## config.mk

```make
export PLATFORM = sky130hd
export DESIGN_NAME = seg7_scan_driver
export DESIGN_NICKNAME = d
export VERILOG_FILES = /design/src/rtl/seg7_scan_driver.sv
export SDC_FILE = /design/constraint.sdc
export NUM_CORES = 1
export LEC_CHECK = 0
export CORE_MARGIN = 4
export CORE_UTILIZATION = 35
export CTS_CLUSTER_DIAMETER = 50
export DETAILED_ROUTE_END_ITERATION = 8
export DONT_BUFFER_PORTS = 1
export GPL_TIMING_DRIVEN = 0
export PLACE_DENSITY_LB_ADDON = 0.12
export REMOVE_ABC_BUFFERS = 1
export SYNTH_ARGS = -nofsm -noshare
export SYNTH_HDL_FRONTEND = slang
export SYNTH_SLANG_ARGS = --single-unit
```

## constraint.sdc

```tcl
create_clock -name clk -period 2.7 [get_ports clk]
set_clock_uncertainty 0.1 [all_clocks]
set_input_delay 0.81 -clock clk [delete_from_list [all_inputs] [get_ports clk]]
set_output_delay 0.81 -clock clk [all_outputs]
set_load 0.02 [all_outputs]
```

## src/rtl/seg7_scan_driver.sv

```systemverilog
// Time-multiplexed common-anode 7-segment scanner: shadow-latched hex word, per-digit decode,
// leading-zero blanking, anti-ghosting guard at each slot start and a frame-complete pulse.
module seg7_scan_driver #(
    parameter int DIGITS         = 4,
    parameter int REFRESH_DIV    = 50000,
    parameter int GUARD          = 16,
    parameter bit SEG_ACTIVE_LOW = 1'b1,
    parameter bit AN_ACTIVE_LOW  = 1'b1
) (
    input  logic                  clk,
    input  logic                  rst,
    input  logic                  enable,
    input  logic                  load,
    input  logic [4*DIGITS-1:0]   value,
    input  logic [DIGITS-1:0]     dp_in,
    input  logic                  blank_lz,
    output logic [6:0]            seg,
    output logic                  dp,
    output logic [DIGITS-1:0]     an,
    output logic                  frame_done
);

    localparam int CNT_W = $clog2(REFRESH_DIV);
    localparam int IDX_W = (DIGITS > 1) ? $clog2(DIGITS) : 1;
    localparam logic [CNT_W-1:0]  CNT_MAX = CNT_W'(REFRESH_DIV - 1);
    localparam logic [CNT_W-1:0]  GUARD_C = CNT_W'(GUARD);
    localparam logic [IDX_W-1:0]  IDX_MAX = IDX_W'(DIGITS - 1);
    localparam logic [6:0]        SEG_OFF = SEG_ACTIVE_LOW ? 7'h7F : 7'h00;
    localparam logic              DP_OFF  = SEG_ACTIVE_LOW ? 1'b1 : 1'b0;
    localparam logic [DIGITS-1:0] AN_OFF  = AN_ACTIVE_LOW ? {DIGITS{1'b1}} : {DIGITS{1'b0}};

    function automatic logic [6:0] hex_to_seg(input logic [3:0] nib);
        logic [6:0] s;
        case (nib)
            4'h0:    s = 7'h7E;
            4'h1:    s = 7'h30;
            4'h2:    s = 7'h6D;
            4'h3:    s = 7'h79;
            4'h4:    s = 7'h33;
            4'h5:    s = 7'h5B;
            4'h6:    s = 7'h5F;
            4'h7:    s = 7'h70;
            4'h8:    s = 7'h7F;
            4'h9:    s = 7'h7B;
            4'hA:    s = 7'h77;
            4'hB:    s = 7'h1F;
            4'hC:    s = 7'h4E;
            4'hD:    s = 7'h3D;
            4'hE:    s = 7'h4F;
            4'hF:    s = 7'h47;
            default: s = 7'h00;
        endcase
        return s;
    endfunction

    logic [CNT_W-1:0]    cnt_q, cnt_d;
    logic [IDX_W-1:0]    idx_q, idx_d;
    logic [4*DIGITS-1:0] val_q, val_d;
    logic [DIGITS-1:0]   dpin_q, dpin_d;
    logic [6:0]          seg_q, seg_d;
    logic                dp_q, dp_d;
    logic [DIGITS-1:0]   an_q, an_d;
    logic                frame_done_q, frame_done_d;

    logic [DIGITS-1:0]   blank_s;
    logic                upper_zero_s;
    logic [3:0]          nib_s;
    logic                dp_sel_s;
    logic                blank_sel_s;
    logic                lit_s;
    logic [DIGITS-1:0]   one_hot_s;
    logic [6:0]          seg_raw_s;

    // Shadow capture and slot/digit sequencing.
    always_comb begin
        if (load) begin
            val_d  = value;
            dpin_d = dp_in;
        end else begin
            val_d  = val_q;
            dpin_d = dpin_q;
        end

        if (!enable) begin
            cnt_d = '0;
            idx_d = '0;
        end else if (cnt_q == CNT_MAX) begin
            cnt_d = '0;
            if (idx_q == IDX_MAX) begin
                idx_d = '0;
            end else begin
                idx_d = idx_q + IDX_W'(1);
            end
        end else begin
            cnt_d = cnt_q + CNT_W'(1);
            idx_d = idx_q;
        end
    end

    // A digit is blanked when it and everything above it are zero; digit 0 always shows.
    always_comb begin
        blank_s      = '0;
        upper_zero_s = 1'b1;
        for (int i = DIGITS - 1; i >= 0; i--) begin
            upper_zero_s = upper_zero_s && (val_q[4*i +: 4] == 4'h0);
            blank_s[i]   = blank_lz && upper_zero_s && (i != 0);
        end
    end

    // Select the current digit and form next-state outputs from pre-edge (cnt, idx).
    always_comb begin
        nib_s       = 4'h0;
        dp_sel_s    = 1'b0;
        blank_sel_s = 1'b0;
        for (int i = 0; i < DIGITS; i++) begin
            if (idx_q == IDX_W'(i)) begin
                nib_s       = val_q[4*i +: 4];
                dp_sel_s    = dpin_q[i];
                blank_sel_s = blank_s[i];
            end else begin
                nib_s       = nib_s;
            end
        end

        lit_s = enable && (cnt_q >= GUARD_C) && !blank_sel_s;

        one_hot_s = '0;
        for (int i = 0; i < DIGITS; i++) begin
            one_hot_s[i] = lit_s && (idx_q == IDX_W'(i));
        end

        seg_raw_s = hex_to_seg(nib_s);
        if (lit_s) begin
            seg_d = SEG_ACTIVE_LOW ? ~seg_raw_s : seg_raw_s;
            dp_d  = SEG_ACTIVE_LOW ? ~dp_sel_s : dp_sel_s;
        end else begin
            seg_d = SEG_OFF;
            dp_d  = DP_OFF;
        end

        an_d         = AN_ACTIVE_LOW ? ~one_hot_s : one_hot_s;
        frame_done_d = enable && (cnt_q == CNT_MAX) && (idx_q == IDX_MAX);
    end

    // State and registered pin outputs; reset leaves every pin inactive.
    always_ff @(posedge clk or posedge rst) begin
        if (rst) begin
            cnt_q        <= '0;
            idx_q        <= '0;
            val_q        <= '0;
            dpin_q       <= '0;
            seg_q        <= SEG_OFF;
            dp_q         <= DP_OFF;
            an_q         <= AN_OFF;
            frame_done_q <= 1'b0;
        end else begin
            cnt_q        <= cnt_d;
            idx_q        <= idx_d;
            val_q        <= val_d;
            dpin_q       <= dpin_d;
            seg_q        <= seg_d;
            dp_q         <= dp_d;
            an_q         <= an_d;
            frame_done_q <= frame_done_d;
        end
    end

    assign seg        = seg_q;
    assign dp         = dp_q;
    assign an         = an_q;
    assign frame_done = frame_done_q;

endmodule

```

* Word level (Yosys, flattened, before mapping)
Memories as Yosys holds them, arrays and structs flattened. Cells that the tools add are included.
Storage, ports and cells: flip-flop bits (word level) 51, memory bits (read-only) 112, memory bits (writable) 0, output and inout port bits 13, memories 1, bits in latches 0, word-level logic and storage cells 56
Operators by class: reduce and logical (&&, ||, !) cells 18, div/mod/pow operators 0, shift-type cells 0, magnitude comparators 1, $mul 0, bitwise operators 3, mux-type cells 18, equality and inequality tests 5, add/sub/neg operators 2
Memory list:
- (name not given) | depth 16, width 7, read ports 1, clocked after Yosys merged registers in 0, wr ports 0, RTL line 34 | case (nib)
Operator list (number):
- two-way mux 16 bit | 2
- adder 16 x 1 -> 16 bit (second input constant) | 1
- equality test 16 bit (second input constant) | 1
- >= comparator 16 x 5 -> 1 bit (second input constant) | 1
- two-way mux 4 bit | 4
- logical AND 1 bit | 13
- logical NOT 4 bit | 3
- two-way mux 1 bit | 8
- two-way mux 7 bit | 1
- inverter 7 bit | 1
- two-way mux 2 bit | 3
- equality test 2 bit (second input constant) | 2
- inverter 4 bit | 1
- adder 2 x 1 -> 2 bit (second input constant) | 1
- equality test 2 x 1 -> 1 bit (second input constant) | 1
- logical NOT 2 bit | 1
- != test 2 x 1 -> 1 bit (second input constant) | 1
- logical NOT 1 bit | 1
- inverter 1 bit | 1

* Depth between registers and ports, before layout
depth after elaboration 11, mapped depth 10, mapped depth without buffers 9

* Least setup slack after synthesis
OpenSTA, ideal clock, no wires.
path kind register to register, start point register idx_q[0], end point register seg_q[0], in the netlist seg[0], library setup time 111 ps, cell stages (with the launch flop) 10, path buffers 2, slack 416 ps, arrival time 2073 ps, required time 2489 ps, cells stage by stage dfrtp_1 > ha_1 > clkbuf_1 > clkbuf_1 > nor3b_1 > a221o_1 > inv_1 > ha_1 > nor2_1 > o311ai_0
Between the ends: cells in the longest elaborated chain, start to end 8, elaborated cells between the ends (all ways) 16, classes of those cells eq/ne (3); mux (8); bitwise (1); reduce/logical (3); memory (1)
RTL lines:
- from (decl) | RTL line 57 | logic [IDX_W-1:0] idx_q, idx_d;
- from (signal assigned) | RTL line 158 | idx_q <= idx_d;
- logical NOT 2 bit | RTL line 116 | if (idx_q == IDX_W'(i)) begin
- two-way mux 4 bit (4 in a row) | RTL line 116
- memory read (16 x 7 bit)
- inverter 7 bit | RTL line 134 | seg_d = SEG_ACTIVE_LOW ? ~seg_raw_s : seg_raw_s;
- two-way mux 7 bit (*) | RTL line 133 | if (lit_s) begin
- via seg_d[0] | RTL line 60 | logic [6:0] seg_q, seg_d;
- to (signal assigned) | RTL line 161 | seg_q <= seg_d;
- to (decl) | RTL line 60
Mark *: on every way through the listed nets, which the timed path passes. The rest lies on a longest branch. A chain may end at the register's enable or synchronous reset.

* Worst setup path after layout
Ends and elaborated chain as after synthesis.

==> run summary <==
Status: finished, final reports clean
EDFF count, synth: 0
DIE WIDTH: 93.1 um
Share of cells above drive strength 1: 19.7%
Max Slew Vio Count: 0
Yosys Warn Count: 0
Crit path buf inv count: 2
Dpl cell area: 0.00264 mm^2
Final worst path period share: 90.1%
FMAX: 411 MHz
Clk slew on worst S/H paths: 0.10 ns
Via count: 1678
Leak: 1.13 nW
Nets@finish: 274
Min Tclk post-route: 2.43 ns
Starting density of the core: 36.7%
DIE AREA: 0.00868 mm^2
Syn_area_per_cell: 10.6 um^2
PortBufs: 0
Maxcap violations: 0
Type of origin of the critical path: flip-flop
Power Density: 544 mW/mm^2
CTS H-Tree Depth: 2
TritonCTS clock tree: yes
# IOs: 38
Setup TNS: 0 ns
Max-slew headroom: 43.9%
Drt drc: 0
Final total power: 0.00150 W
First-pass GRT wire length: 8.71 mm
DPL Wire Length: 3.67 mm
Worst EP required: 2.78 ns
Setup crit end kind: flip-flop
Top Family by Delay on Critical Path: compound AO/OA/AOI/OAI gates
Yosys reg bits: 51
Router iterations before antenna repair: 4
Hold_ws: 0.269 ns
Arrival time at the worst endpoint: 2.51 ns
RSZ-0062 raised after global routing: no
Max IR drop VDD: 286 uV
Initial antenna violation count: 0
Cells after Synth: 239
Post-CTS Setup Bufs: 0
Post-DRT Antenna Nets: 0
FP Rows: 30
CTS root buf: clkbuf_8
Total track usage: 12.7%
TritonCTS Buffers: 5
Setup-failing EPs final: 0
Synth cell types: 43
Primary FF master, synth: dfrtp_1
Worst-margin pin slew: 0.835 ns
Total Wirelength: 5.16 mm
Cell area after synthesis: 0.00254 mm^2
Synth async-reset ratio: 100%
Synth area leaders: dfrtp_1, dfstp_2, mux2_2
Die outline height: 93.1 um
Highest-count cells in the layout ignoring fill and taps: dfrtp_1, nand2_1, nor2_1
1st-iter DRT viols: 57
TritonCTS Sinks: 51
Crit-path max FO: 6
Ant diodes: 0
Vias per cell: 5.02
Total grt overflow: 0
Cell taking the most area after synthesis: dfrtp_1
Largest net degree at the start of global routing: 35
HP Class: in -> async
P&R area growth vs syn: 8.83%
Cell area after layout: 0.00276 mm^2
Crit Path Category: reg -> reg
Reg2Reg Depth: 8
Commonest non-fill, non-tap cell in the layout: dfrtp_1
Clock tree buffer depth: 2
Hold_buf cts: 0
Cell Chain, Critical Path: inv_1 > ha_1 > nand3b_1 > a221o_1 > inv_1 > ha_1 > nor2_1 > o311ai_0
Yosys top cell area share: 38.5%
Gp weighted congestion: 0.734
CP Depth: 8
Core area: 0.00691 mm^2
Worst-Skew Late Latency: 0.30 ns
Largest stage delay, worst path: 0.44 ns
Vias in the first global route: 1741
Post-CTS Resized: 0
DR WL/cell: 15.4 um
Seq/Total Area, Yosys: 50.9%
Slowest cell on the critical path: dfrtp_1
Hold Fails Final Rpt: 0
-- cell usage after synthesis, drive strengths merged (3+ instances only) --
master and n:
and3 6, o21ai 5, nand3b 6, nor4 4, buf 3, a21oi 6
nor3 4, dfstp 12, a211oi 4, nor2b 3, clkbuf 7, ha 12
nor2 21, xor2 9, dfrtp 39, xnor2 5, nand4 3, mux2 18
inv 9, nand2 29, nand3 8, nor3b 4
-- stage by stage --
step	util (%)	instances	setup WS, ns
6_report	40.0	334	0.268
5_1_grt	40.0	334	0.0697
3_3_place_gp	37.9	325	-0.0997
4_1_cts	39.9	334	0.106
2_1_floorplan	-	229	0.558
3_5_place_dp	38.2	326	0.146
-- report_power, final --
part / switching (W) / internal [W] / total [W]
logic: 0.0000738 / 0.0000629 / 0.000137
registers: 0.0000242 / 0.000798 / 0.000822
clock network: 0.000264 / 0.000279 / 0.000543
-- routing by layer --
layer | vias up | wire (um) | share of wire, % | track usage, %
met5 | - | 0 | 0 | 0
met4 | 0 | 54 | 1.0 | 3.66
met3 | 5 | 269 | 5.2 | 4.10
met2 | 32 | 2240 | 43 | 18.5
met1 | 809 | 2600 | 50 | 18.1
li1 | 832 | - | - | -
-- kinds of logic (layout without fill, tap and decap cells) --
group,count (synthesis),count (layout),synth area share [%]
AO/OA/AOI/OAI,29,29,8.19
XOR/XNOR,14,14,4.83
adder cells (fa/ha/maj),12,12,5.92
buffers and inverters,19,18,2.86
flip-flops,51,51,50.9
multiplexers,18,18,7.99
AND/OR/NAND/NOR,96,96,19.3
-- registers in the layout, summed over array words and instances (netlist names) --
signal	cells
frame_done	1
an	4
dp	1
dpin_q	4
seg	7
cnt_q	16
val_q	16
idx_q	2
-- worst paths after layout --
path / to / from / slack, ns
setup reg to reg: seg[0] / idx_q[0] / 0.27
max in group asynchronous: seg[0] / rst / 1.63
min in group clk: cnt_q[0] / cnt_q[0] / 0.40
setup / recovery: seg[0] / idx_q[0] / 0.27
hold / removal: cnt_q[7] / rst / 0.27
hold reg to reg: cnt_q[0] / cnt_q[0] / 0.40
-- area by class of cell --
type,instances,area (um^2)
sequential,51,1290
clock inverter,3,46.3
fill,725,4150
tap,96,120
inverter,9,33.8
multi-input combinational,169,1180
clock buffer,5,68.8
timing repair buffer,1,20.0
No activity file was read; power rests on OpenSTA's default activity.
